File: config.mk
export PLATFORM = sky130hd
export DESIGN_NAME = rca_fault_ctrl_flat
export DESIGN_NICKNAME = d
export VERILOG_FILES = /design/src/rtl/rca_pkg.sv /design/src/rtl/rca_fault_ctrl_if.sv /design/src/rtl/rca_golden_chain.sv /design/src/rtl/rca_fault_ctrl.sv /design/src/flat_wrapper.sv
export SDC_FILE = /design/constraint.sdc
export NUM_CORES = 1
export LEC_CHECK = 0
export CORE_MARGIN = 5
export CORE_UTILIZATION = 45
export CTS_CLUSTER_DIAMETER = 80
export CTS_CLUSTER_SIZE = 24
export DETAILED_ROUTE_END_ITERATION = 10
export MAX_ROUTING_LAYER = met4
export PLACE_DENSITY = 0.81
export SETUP_SLACK_MARGIN = 0.15
export SYNTH_ARGS = -nofsm -noshare
export SYNTH_HDL_FRONTEND = slang
export SYNTH_SLANG_ARGS = --single-unit
File: constraint.sdc
create_clock -name clk -period 7.9 [get_ports clk]
set_clock_uncertainty 0.1 [all_clocks]
set_input_delay 1.58 -clock clk [delete_from_list [all_inputs] [get_ports clk]]
set_output_delay 1.58 -clock clk [all_outputs]
set_load 0.02 [all_outputs]
File: src/rtl/rca_pkg.sv
`default_nettype none
// ============================================================================
//  Module      : rca_pkg
//  Description : Shared types, constants and repair-select helpers for the
//                ripple-carry adder self-test and repair controller.
//  Revision    : 1.0  initial release
// ============================================================================
package rca_pkg;

    typedef enum logic [1:0] {
        IDLE = 2'd0,
        TEST = 2'd1,
        EVAL = 2'd2,
        DONE = 2'd3
    } state_t;

    localparam int NVEC = 512;

    localparam logic [2:0] FAULT_FREE_IS = 3'b000;
    localparam logic [4:0] FAULT_FREE_CS = 5'b10000;
    localparam logic [3:0] FAULT_FREE_SS = 4'b0000;
    localparam logic [4:0] TEST_CS       = 5'b00000;

    typedef struct packed {
        logic [2:0] is_sel;
        logic [4:0] cs_sel;
        logic [3:0] ss_sel;
    } repair_t;

    // Everything at or above the faulty FA shifts up by one onto the spare.
    function automatic repair_t repair_cfg(input logic [1:0] k);
        repair_t r;
        r.is_sel = '0;
        r.cs_sel = '0;
        r.ss_sel = '0;
        for (int i = 0; i < 3; i++) begin
            if (i >= int'(k)) r.is_sel[i] = 1'b1;
        end
        for (int j = 0; j < 4; j++) begin
            if (j >= int'(k)) r.ss_sel[j] = 1'b1;
        end
        r.cs_sel[k] = 1'b1;
        return r;
    endfunction

    function automatic logic [1:0] lowest_idx(input logic [3:0] f);
        logic [1:0] idx;
        if (f[0])      idx = 2'd0;
        else if (f[1]) idx = 2'd1;
        else if (f[2]) idx = 2'd2;
        else if (f[3]) idx = 2'd3;
        else           idx = 2'd0;
        return idx;
    endfunction

endpackage
`default_nettype wire

File: src/rtl/rca_fault_ctrl_if.sv
`default_nettype none
// ============================================================================
//  Module      : rca_fault_ctrl_if
//  Description : Control, adder-drive and adder-observation bundle of the
//                self-test/repair controller.
//  Revision    : 1.0  initial release
// ============================================================================
interface rca_fault_ctrl_if;
    logic       start;
    logic [3:0] adder_sums;
    logic [3:0] adder_carrys;
    logic       test;
    logic [3:0] at;
    logic [3:0] bt;
    logic       cint;
    logic [2:0] is;
    logic [4:0] cs;
    logic [3:0] ss;
    logic       busy;
    logic       done;
    logic       fault_found;
    logic [1:0] fault_idx;

    modport master (
        input  start, adder_sums, adder_carrys,
        output test, at, bt, cint, is, cs, ss,
        output busy, done, fault_found, fault_idx
    );

    modport slave (
        output start, adder_sums, adder_carrys,
        input  test, at, bt, cint, is, cs, ss,
        input  busy, done, fault_found, fault_idx
    );
endinterface
`default_nettype wire

File: src/rtl/rca_golden_chain.sv
`default_nettype none
// ============================================================================
//  Module      : rca_golden_chain
//  Description : Combinational 4-bit reference ripple adder exposing every
//                stage's sum and carry for comparison against the real adder.
//  Revision    : 1.0  initial release
// ============================================================================
module rca_golden_chain (
    input  logic [3:0] i_at,
    input  logic [3:0] i_bt,
    input  logic       i_cint,
    output logic [3:0] o_exp_s,
    output logic [3:0] o_exp_c
);

    logic w_carry;

    always_comb begin
        w_carry = i_cint;
        o_exp_s = '0;
        o_exp_c = '0;
        for (int i = 0; i < 4; i++) begin
            o_exp_s[i] = i_at[i] ^ i_bt[i] ^ w_carry;
            o_exp_c[i] = (i_at[i] & i_bt[i]) | (i_at[i] & w_carry) | (i_bt[i] & w_carry);
            w_carry    = o_exp_c[i];
        end
    end

endmodule
`default_nettype wire

File: src/rtl/rca_fault_ctrl.sv
`default_nettype none
// ============================================================================
//  Module      : rca_fault_ctrl
//  Description : Exhaustive self-test of FA0..FA3 of the reconfigurable ripple
//                adder, locates a single faulty FA and holds its repair selects.
//  Revision    : 1.0  initial release
// ============================================================================
module rca_fault_ctrl
    import rca_pkg::*;
#(
    parameter int SETTLE = 1
)
(
    input  logic             clk,
    input  logic             rst,
    rca_fault_ctrl_if.master bus
);

    localparam logic [3:0] c_settle_last = 4'(SETTLE - 1);
    localparam logic [8:0] c_v_last      = 9'(NVEC - 1);

    state_t     r_state, w_state_nxt;
    logic [8:0] r_v, w_v_nxt;
    logic [3:0] r_cnt, w_cnt_nxt;
    logic [3:0] r_f, w_f_nxt;

    logic       r_test, w_test_nxt;
    logic [3:0] r_at, w_at_nxt;
    logic [3:0] r_bt, w_bt_nxt;
    logic       r_cint, w_cint_nxt;
    repair_t    r_sel, w_sel_nxt;
    logic       r_busy, w_busy_nxt;
    logic       r_done, w_done_nxt;
    logic       r_ff, w_ff_nxt;
    logic [1:0] r_idx, w_idx_nxt;

    logic [3:0] w_exp_s, w_exp_c, w_mis;

    // Reference is driven by the registered operands, i.e. what the adder sees.
    rca_golden_chain u_golden (
        .i_at    (r_at),
        .i_bt    (r_bt),
        .i_cint  (r_cint),
        .o_exp_s (w_exp_s),
        .o_exp_c (w_exp_c)
    );

    assign w_mis = (bus.adder_sums ^ w_exp_s) | (bus.adder_carrys ^ w_exp_c);

    always_ff @(posedge clk) begin
        if (rst) begin
            r_state <= IDLE;
            r_v     <= '0;
            r_cnt   <= '0;
            r_f     <= '0;
            r_test  <= 1'b0;
            r_at    <= '0;
            r_bt    <= '0;
            r_cint  <= 1'b0;
            r_sel   <= '{is_sel: FAULT_FREE_IS, cs_sel: FAULT_FREE_CS, ss_sel: FAULT_FREE_SS};
            r_busy  <= 1'b0;
            r_done  <= 1'b0;
            r_ff    <= 1'b0;
            r_idx   <= '0;
        end else begin
            r_state <= w_state_nxt;
            r_v     <= w_v_nxt;
            r_cnt   <= w_cnt_nxt;
            r_f     <= w_f_nxt;
            r_test  <= w_test_nxt;
            r_at    <= w_at_nxt;
            r_bt    <= w_bt_nxt;
            r_cint  <= w_cint_nxt;
            r_sel   <= w_sel_nxt;
            r_busy  <= w_busy_nxt;
            r_done  <= w_done_nxt;
            r_ff    <= w_ff_nxt;
            r_idx   <= w_idx_nxt;
        end
    end

    always_comb begin
        w_state_nxt = r_state;
        w_v_nxt     = r_v;
        w_cnt_nxt   = r_cnt;
        w_f_nxt     = r_f;
        case (r_state)
            IDLE, DONE: begin
                if (bus.start) begin
                    w_state_nxt = TEST;
                    w_v_nxt     = '0;
                    w_cnt_nxt   = '0;
                    w_f_nxt     = '0;
                end
            end
            TEST: begin
                // Compare only in the last hold cycle; exit on the final vector
                // instead of letting v wrap.
                if (r_cnt == c_settle_last) begin
                    w_f_nxt   = r_f | w_mis;
                    w_cnt_nxt = '0;
                    if (r_v == c_v_last) w_state_nxt = EVAL;
                    else                 w_v_nxt     = r_v + 9'd1;
                end else begin
                    w_cnt_nxt = r_cnt + 4'd1;
                end
            end
            EVAL:    w_state_nxt = DONE;
            default: w_state_nxt = IDLE;
        endcase
    end

    // Outputs are computed for the upcoming state and registered.
    always_comb begin
        w_test_nxt = 1'b0;
        w_at_nxt   = '0;
        w_bt_nxt   = '0;
        w_cint_nxt = 1'b0;
        w_sel_nxt  = '{is_sel: FAULT_FREE_IS, cs_sel: FAULT_FREE_CS, ss_sel: FAULT_FREE_SS};
        w_busy_nxt = 1'b0;
        w_done_nxt = 1'b0;
        w_ff_nxt   = 1'b0;
        w_idx_nxt  = '0;
        case (w_state_nxt)
            TEST: begin
                w_test_nxt = 1'b1;
                w_at_nxt   = w_v_nxt[3:0];
                w_bt_nxt   = w_v_nxt[7:4];
                w_cint_nxt = w_v_nxt[8];
                w_sel_nxt  = '{is_sel: 3'b000, cs_sel: TEST_CS, ss_sel: 4'b0000};
                w_busy_nxt = 1'b1;
            end
            EVAL: begin
                w_busy_nxt = 1'b1;
            end
            DONE: begin
                w_done_nxt = 1'b1;
                w_ff_nxt   = |r_f;
                w_idx_nxt  = lowest_idx(r_f);
                if (|r_f) w_sel_nxt = repair_cfg(lowest_idx(r_f));
            end
            default: ;
        endcase
    end

    assign bus.test        = r_test;
    assign bus.at          = r_at;
    assign bus.bt          = r_bt;
    assign bus.cint        = r_cint;
    assign bus.is          = r_sel.is_sel;
    assign bus.cs          = r_sel.cs_sel;
    assign bus.ss          = r_sel.ss_sel;
    assign bus.busy        = r_busy;
    assign bus.done        = r_done;
    assign bus.fault_found = r_ff;
    assign bus.fault_idx   = r_idx;

endmodule
`default_nettype wire

File: src/flat_wrapper.sv
// flat-port wrapper written by rule: the top's interface ports become plain ports
module rca_fault_ctrl_flat import rca_pkg::*;
#(
    parameter int SETTLE = 1
)
  (clk, rst, bus_start, bus_adder_sums, bus_adder_carrys, bus_test, bus_at, bus_bt, bus_cint, bus_is, bus_cs, bus_ss, bus_busy, bus_done, bus_fault_found, bus_fault_idx);
  rca_fault_ctrl_if bus_i ();
  input  logic clk;
  input  logic rst;
  input wire logic [$bits(bus_i.start)-1:0] bus_start;
  input wire logic [$bits(bus_i.adder_sums)-1:0] bus_adder_sums;
  input wire logic [$bits(bus_i.adder_carrys)-1:0] bus_adder_carrys;
  output wire logic [$bits(bus_i.test)-1:0] bus_test;
  output wire logic [$bits(bus_i.at)-1:0] bus_at;
  output wire logic [$bits(bus_i.bt)-1:0] bus_bt;
  output wire logic [$bits(bus_i.cint)-1:0] bus_cint;
  output wire logic [$bits(bus_i.is)-1:0] bus_is;
  output wire logic [$bits(bus_i.cs)-1:0] bus_cs;
  output wire logic [$bits(bus_i.ss)-1:0] bus_ss;
  output wire logic [$bits(bus_i.busy)-1:0] bus_busy;
  output wire logic [$bits(bus_i.done)-1:0] bus_done;
  output wire logic [$bits(bus_i.fault_found)-1:0] bus_fault_found;
  output wire logic [$bits(bus_i.fault_idx)-1:0] bus_fault_idx;
  assign bus_i.start = bus_start;
  assign bus_i.adder_sums = bus_adder_sums;
  assign bus_i.adder_carrys = bus_adder_carrys;
  assign bus_test = bus_i.test;
  assign bus_at = bus_i.at;
  assign bus_bt = bus_i.bt;
  assign bus_cint = bus_i.cint;
  assign bus_is = bus_i.is;
  assign bus_cs = bus_i.cs;
  assign bus_ss = bus_i.ss;
  assign bus_busy = bus_i.busy;
  assign bus_done = bus_i.done;
  assign bus_fault_found = bus_i.fault_found;
  assign bus_fault_idx = bus_i.fault_idx;
  rca_fault_ctrl #(.SETTLE(SETTLE)) u_core (.clk(clk), .rst(rst), .bus(bus_i));
endmodule
Yosys cells after proc, flatten, opt, wreduce, memory -nomap -nowiden. Cells that the tools add are included.

Bits in registers: 46. Input port bits: 11. Output and inout port bits: 27.

Add/sub/neg operators: 2. $lt $le $gt $ge: 5. Equal/unequal tests: 9. Muxes and demuxes: 29. Bitwise gates (word level): 34. Reduce and logical (&&, ||, !) cells: 11.

Operators by type and width (number): $mux W9 (3); $pmux W12 S2 (1); $mux W2 (9); $pmux W9 S2 (1); $pmux W4 S2 (2); $and A1 B1 Y1 (12); $mux W12 (1); $mux W4 (3); $add A9 B1 Y9 const B (1); $eq A9 B9 Y1 const B (1); $eq A2 B2 Y1 const B (4); $or A1 B1 Y1 (8); $or A4 B4 Y4 (2); $reduce_or A2 Y1 (4); $xor A1 B1 Y1 (8); $xor A4 B4 Y4 (2); $mux W1 (7); $pmux W2 S3 (1); $add A4 B1 Y4 const B (1); $eq A2 B1 Y1 const B (2); $ge A1 B2 Y1 const A (2); $logic_not A4 Y1 (1); $lt A2 B4 Y1 const B (1); $reduce_or A4 Y1 (1); other kinds (11) (12).

Longest topological paths before layout.
Depth after elaboration: 17. Mapped depth: 12.

Hierarchy. A second synthesis with hierarchy kept.

Cells, all modules: 229. Area total of the unflattened synthesis: 2110.8 µm².

By module, submodules not included: rca_fault_ctrl (times used 1, cells an instance 214, area each 1985.7 µm², sequential area each 840.8 µm²); rca_golden_chain (times used 1, cells an instance 15, area each 125.1 µm², sequential area each 0.0 µm²).

Least setup slack after synthesis. No wires, ideal clock.

Kind: input-to-reg. Start point: in bus_start. End point: reg u_core.r_sel, in the netlist u_core.bus.cs[0]. Library setup time: 0.115 ns. Data arrival time: 2.804 ns. Required time: 7.685 ns. Setup slack: 4.880 ns. Cell stages on the path: 9. Buffers on the path: 1. Path through: nor2_1 > nand2_1 > a2bb2oi_2 > inv_2 > ha_1 > nand2b_1 > clkbuf_1 > inv_1 > and3_1.

Cells in the longest elaborated chain, start to end: 4.

RTL lines: from (decl) (line flat_wrapper.sv:10) `input wire logic [$bits(bus_i.start)-1:0] bus_start;`; $mux W2 * (line rca_fault_ctrl.sv:89) `if (bus.start) begin`; $pmux W2 S3 * (line rca_fault_ctrl.sv:87) `case (r_state)`; net u_core.w_state_nxt[0] (line rca_fault_ctrl.sv:22) `state_t r_state, w_state_nxt;`; $eq A2 B2 Y1 / $eq A2 B1 Y1 (equally long branches) (line rca_fault_ctrl.sv:124) `case (w_state_nxt)`; $pmux W12 S2 * (line rca_fault_ctrl.sv:124); to (signal assigned) (line rca_fault_ctrl.sv:60) `r_sel <= '{is_sel: FAULT_FREE_IS, cs_sel: FAULT_FREE_CS, ss_sel: FAULT_FREE_SS};`; to (signal assigned) (line rca_fault_ctrl.sv:74) `r_sel <= w_sel_nxt;`; to (decl) (line rca_fault_ctrl.sv:31) `repair_t r_sel, w_sel_nxt;`.

The timed path passes the listed nets; every way through them passes the cells marked *. A chain may end at the register's enable or synchronous reset.

Worst setup path in the final report. Ends and elaborated chain as after synthesis.

==> flow_summary.yaml <==
floorplanning:
  row_count: 24
  ios: 38
  die_area_um2: 5790
  die_x_um: 76.1
  start_util_pct: 45.7
  coreArea_um2: 4290
  die_h_um: 76.1
layout:
  area_delta_synth_final_pct: 22.9
  layout.nets: 268
  antenna-diode-count: 0
  utilization_pct: 56.2
  drive_gt1_share_pct: 6.10
place:
  pre_cts_slack_ns: 4.26
  gp_congestion: 0.909
  dp_hpwl_mm: 3.27
  io_buffer_count: 37
setup_path:
  critPathKind: "primary input to register"
  rr_worst_depth: 10
  endpoint: "u_core.bus.cs[0]$_SDFF_PP0_"
  worst_setup_path_start_kind: "primary input"
  required_ns: 7.98
  rrSetupSlack_ns: 4.99
  reg2reg_to: "u_core.bus.cs[0]$_SDFF_PP0_"
  crit_fanout: 10
  crit_start: "bus_start"
  arrival_ns: 3.43
  crit_path_end_kind: "register"
  worstReg2RegStart: "u_core.r_cnt[0]$_SDFFE_PP0P_"
drt:
  viasPerCell: 5.48
  ant_nets: 0
  finalWirelength_mm: 4.17
  drc: 0
  drtIter0Drc: 51
  wl_per_cell_um: 14.0
  dr.pass1.iters: 4
  vias: 1632
sta:
  fin_crit_ns: 3.34
  fin_ws_ns: 4.56
  finalHoldViolations: 0
  tightest_slew_ns: 0.634
  holdWs_ns: 0.407
  fmax_mhz: 299
  timing.final.max_slew_violations: 0
  finalSetupViolations: 0
  slew_headroom_pct: 57.6
  rsz0062_at_grt: "no"
  timing.final.crit_share_pct: 42.3
  timing.setup.tns_ns: 0
clock_tree:
  cts-hold-fix-buffers: 0
  cts.clk_slew.worst_paths_ns: 0.07
  post_cts_buffers: 0
  ctsRootBufferMaster: "clkbuf_8"
  cts_tree: "yes"
  numCtsBuffers: 5
  cts_sinks: 42
  clk_path_buf_depth: 2
  clk_latency_ns: 0.29
  cts_resized: 0
  htreeDepth: 2
yosys:
  synth_cells: 213
  yosysTopAreaCell: "dfxtp_1"
  synth_area_per_cell_um2: 9.22
  async_reset_ff_share_pct: 0
  yosys_warnings: 0
  synth_area_um2: 1960
  synth_common_cells: "dfxtp_1 (42), a21oi_1 (17), inv_1 (17)"
  synth_cell_types: 47
  synth_most_common_cell: "dfxtp_1"
  synth_fp_nets: 235
  synth_edf_count: 0
  synth_seq_cells: 42
  yosys.area.top_type_share_pct: 42.8
  ys_seq_area_share_pct: 42.8
  synthFlopType: "dfxtp_1"
  synth_area_leaders: "dfxtp_1 (43%), ha_1 (4.5%), a21oi_1 (4.3%)"
global_route:
  grt_use_met2_pct: 24.5
  grt_max_degree: 20
  grt_pass1_wl_mm: 7.11
  grt-busiest-layer: "met2"
  use_met1_pct: 18.1
  antenna_found_initial: 0
  use_met3_pct: 4.49
  track_usage_pct: 15.2
  grt_pass1_vias: 1552
  grt.overflow.total: 0
power_and_ir_drop:
  ir_drop_mv: 0.0694
  p_leak_nw: 0.873
  power_density_nw_per_um2: 176
  power_mw: 0.424
worst_hold_path:
  min_from: "u_core.r_f[2]$_SDFFE_PP0P_"
  worstHoldPathType: "register to register"
outcome:
  status: "completed"
flow_run:
  maxCapViolCount: 0
metal layers:
layer,share of wire (%),vias up
li1,-,806
met1,44,769
met2,49,53
met3,5.6,4
met4,1.4,0
met5,0,-
how the worst min path moves through the flow:
| stage | end | depth (start not counted) |
|---|---|---|
| 2_1_floorplan | u_core.bus.cs[3]$_SDFF_PP0_ | 2 |
| 3_3_place_gp | u_core.bus.cs[3]$_SDFF_PP0_ | 2 |
| 3_5_place_dp | u_core.bus.cs[3]$_SDFF_PP0_ | 2 |
| 4_1_cts | u_core.bus.cs[2]$_SDFF_PP0_ | 2 |
| 5_1_grt | u_core.bus.cs[3]$_SDFF_PP0_ | 2 |
| 6_report | u_core.bus.cs[2]$_SDFF_PP0_ | 2 |
cell families after synthesis:
family | after synthesis | share of synthesized area (%)
flip-flops | 42 | 42.8
AO/OA/AOI/OAI | 46 | 15.9
AND/OR/NAND/NOR | 73 | 20.6
XOR/XNOR | 11 | 4.90
multiplexers | 1 | 0.510
adder cells (fa/ha/maj) | 11 | 8.53
buffers and inverters | 29 | 6.75
state kept, by name, summed over array words and instances (netlist names):
signal	flops
u_core.bus.at	4
u_core.bus.bt	4
u_core.bus.busy	1
u_core.bus.cint	1
u_core.bus.cs	5
u_core.bus.done	1
u_core.bus.fault_found	1
u_core.bus.fault_idx	2
u_core.bus.is	1
u_core.bus.ss	2
u_core.bus.test	1
u_core.r_cnt	4
u_core.r_f	4
u_core.r_state	2
u_core.r_v	9
final cells by class:
class	count	area, µm²
flip-flops and latches	42	841
multi-input cells	142	991
well taps	52	65.1
fillers	399	1880
clock inverters	2	10.0
repair buffers	37	370
clock buffers	5	68.8
inverters	18	67.6
placed cells by master (no fill, tap or decap), types with 2 or more instances in the layout:
cell,instances
a31oi_1,2
nand2b_1,6
ha_1,7
xor2_1,4
fa_1,4
nor4_1,4
inv_1,17
nor2_1,13
and4_1,2
clkinv_2,2
and3_1,2
or2_2,3
dfxtp_1,42
clkbuf_8,5
a211oi_1,5
o221ai_1,2
nand2_1,9
clkdlybuf4s50_1,37
nor3_1,12
o21a_1,4
o21ai_0,4
a21oi_1,17
nor2b_1,4
nand3_1,4
o311ai_0,2
and2_1,5
xnor2_1,7
nor4b_1,3
where the power goes:
part,internal (mW),leakage [nW],switching (mW)
Clock,0.0592,0.0438,0.0662
Sequential,0.219,0.341,0.00763
Combinational,0.0296,0.489,0.0419
critical path: stages:
cell and delay (ns):
clkdlybuf4s50_1 0.49, nor2_1 0.13, nand2_1 0.07, a2bb2oi_2 0.30, inv_2 0.08, ha_1 0.22, nand2b_1 0.27, inv_1 0.09
and3_1 0.19
through the flow:
step                instance area (µm²)  cells
floorplan                          1960    213
global placement                   2330    291
detailed placement                 2330    291
CTS                                2410    298
global route                       2410    298
finish                             2410    298
(Power assumes the default switching activity.)
==> RTL edit: new RTL, same settings <==
Encoding of `state_t`: now one-hot (4 bits for 4 states).
--- a/src/rtl/rca_pkg.sv
+++ b/src/rtl/rca_pkg.sv
@@ -7,11 +7,11 @@
 // ============================================================================
 package rca_pkg;
 
-    typedef enum logic [1:0] {
-        IDLE = 2'd0,
-        TEST = 2'd1,
-        EVAL = 2'd2,
-        DONE = 2'd3
+    typedef enum logic [3:0] {
+        IDLE = 4'b0001,
+        TEST = 4'b0010,
+        EVAL = 4'b0100,
+        DONE = 4'b1000
     } state_t;
 
     localparam int NVEC = 512;
Function: no difference found for any inputs over 10 cycles, from zero or initial values and one cycle with rst high; not proved beyond that.
==> RTL edit against the unedited design <==
Worst setup slack better by 130 ps; sequential share of layout area is 0.83 points higher; wire length is 0.55% lower; total power is 5.9% higher; fmax is 3.9% higher; final cell count is 3.4% higher; cell area is 2.3% higher; via count is 2.2% higher; sequential power is 3% higher; synthesized cell count is 5.6% higher; synthesized area is 1.5% higher; sequential cell count is 2 higher; count of clock-buffer cells in the layout is 1 higher; largest power group unchanged.
==> RTL edit: results (changes against the unedited design) <==
[synthesis]
synth_flop_cell=dfxtp_1
synth_fa_ha_area_share_pct=5.901  ; -2.6 points
synth_nets=243  ; +3.4%
synth_common_cells=dfxtp_1 (44), nor2_1 (28), inv_1 (16)
yosysWarnings=0  ; unchanged
synth.yosys.seq_area_share_pct=44.19  ; +1.4 points
synth-async-reset-ratio_pct=0  ; unchanged
synth_top_family_by_area=simple AND/OR/NAND/NOR gates
synth-compound-area-share_pct=13.81  ; -2.0 points
synth_area_leaders=dfxtp_1 (44%), nor2_1 (5.3%), fa_1 (4.0%), a21oi_1 (3.3%), inv_1 (3.0%)
yosysUniqueCellTypes=48  ; +2.1%
synth-edff-count=0  ; unchanged
synth_mux_area_share_pct=1.004  ; +0.49 points
synth_xor_area_share_pct=3.955  ; -0.95 points

[place]
place_area_sq_um=2349  ; +0.59%
io_buffer_count=37  ; unchanged
dp_hpwl_microns=3170  ; -3.1%
globalplace.congestion=0.9117  ; +0.29%

[timing]
whs_ps=417.4  ; +10.78 ps
worst_pin_slew_ps=1194  ; +560.0 ps
fmax_ghz=0.3109  ; +3.9%
setup_viol_count_final=0  ; unchanged

[drt]
drtIter0Drc=80  ; +57%
vias_per_cell=5.416  ; -1.1%
drt-wirelength-per-cell_microns=13.47  ; -3.8%
dr.pass1.iters=4  ; unchanged

[power]
peakVddDrop_v=0.0001147  ; +65%
p_leak_nw=0.9178  ; +5.1%

[final_layout]
top_register=u_core.r_v
antenna_cells=0  ; unchanged
drive_above_1_share_pct=5.859  ; -0.24 points
largest_reg_flops=9  ; unchanged
nFillCells=407  ; +2.0%
final_nets=273  ; +1.9%

[worst_setup_path]
worstRegToRegCells=10  ; unchanged
r2r-start=u_core.bus.bt[0]
crit_arrival_ps=3340  ; -90 ps
worstReg2RegEnd=u_core.r_f[3]
rrSetupSlack_ps=5220  ; +230 ps

[outcome]
status=complete, no violations

[grt]
grt_pass1_wl_microns=7286  ; +2.5%
grt_pass1_vias=1641  ; +5.7%
grt_usage_pct=15.33  ; +0.11 points
antenna_found_initial=0  ; unchanged
grt_max_degree=18  ; -10%

[clocking]
cts_root_buffer=clkbuf_8
post-cts-setup-buffers=0  ; unchanged
clock_latency_ps=300
path_clk_slew_ps=80
cts_max_path_buffers=2  ; unchanged
cts_resized=0  ; unchanged

[min_path]
worstHoldStart=u_core.r_v[8]
min-delay-path-class=register to register
min_path_cells=1  ; -1
worst_hold_path.endpoint=u_core.r_v[8]

RTL edit: logic make-up after synthesis:
logic type      Yosys count
compound gates           42
xor+xnor                  9
fa+ha+maj                 7
buf+inv                  30
flops                    44
mux                       2
simple gates             91
RTL edit: worst max-delay path, stage by stage:
cell	delay [ps]
clkdlybuf4s50_1	500
nand2b_1	110
nor3_2	350
a21oi_1	160
or2_1	450
nor3_2	190
RTL edit: worst max-delay path by stage:
stage               depth (start not counted)               end       from
finish                                      6  u_core.bus.at[2]  bus_start
global route                                6  u_core.bus.at[2]  bus_start
CTS                                         6  u_core.bus.at[2]  bus_start
detailed placement                          6  u_core.bus.at[2]  bus_start
global placement                            6     u_core.r_v[5]  bus_start
floorplan                                   6  u_core.bus.at[2]  bus_start
RTL edit: area by class of cell:
| cell class | instances | area (sq um) | area share (%) |
|---|---|---|---|
| multi-input cells | 151 | 972.2 | 39.36 |
| flip-flops and latches | 44 | 880.8 | 35.66 |
| repair buffers | 37 | 370.4 | 14.99 |
| clock buffers | 6 | 82.58 | 3.343 |
| well taps | 52 | 65.06 | 2.634 |
| inverters | 16 | 60.06 | 2.432 |
| clock inverters | 2 | 38.79 | 1.570 |
RTL edit: metrics by stage:
| step | total power, mW | instances | util [%] | worst slack (ps) |
|---|---|---|---|---|
| final | 0.4492 | 308 | 57.12 | 4684 |
| after global routing | 0.4696 | 308 | 57.12 | 4521 |
| after CTS | 0.4556 | 308 | 57.12 | 4703 |
| after detailed placement | 0.2763 | 300 | 54.31 | 4381 |
| after global placement | 0.2760 | 300 | 54.31 | 4434 |
| after floorplan | 0.2633 | 225 | - | 5177 |
RTL edit: report_power, final:
part           switching, mW  internal, mW
Sequential           0.00605         0.227
Combinational         0.0209        0.0180
Clock                 0.0744         0.103
RTL edit: routing by layer:
metal / vias to the layer above / GRT usage [%] / share of wire (%)
met5: - / - / 0
met4: 0 / 6.294 / 2.1
met3: 13 / 4.374 / 5.2
met2: 43 / 25.17 / 49
met1: 786 / 17.50 / 43
li1: 826 / - / -
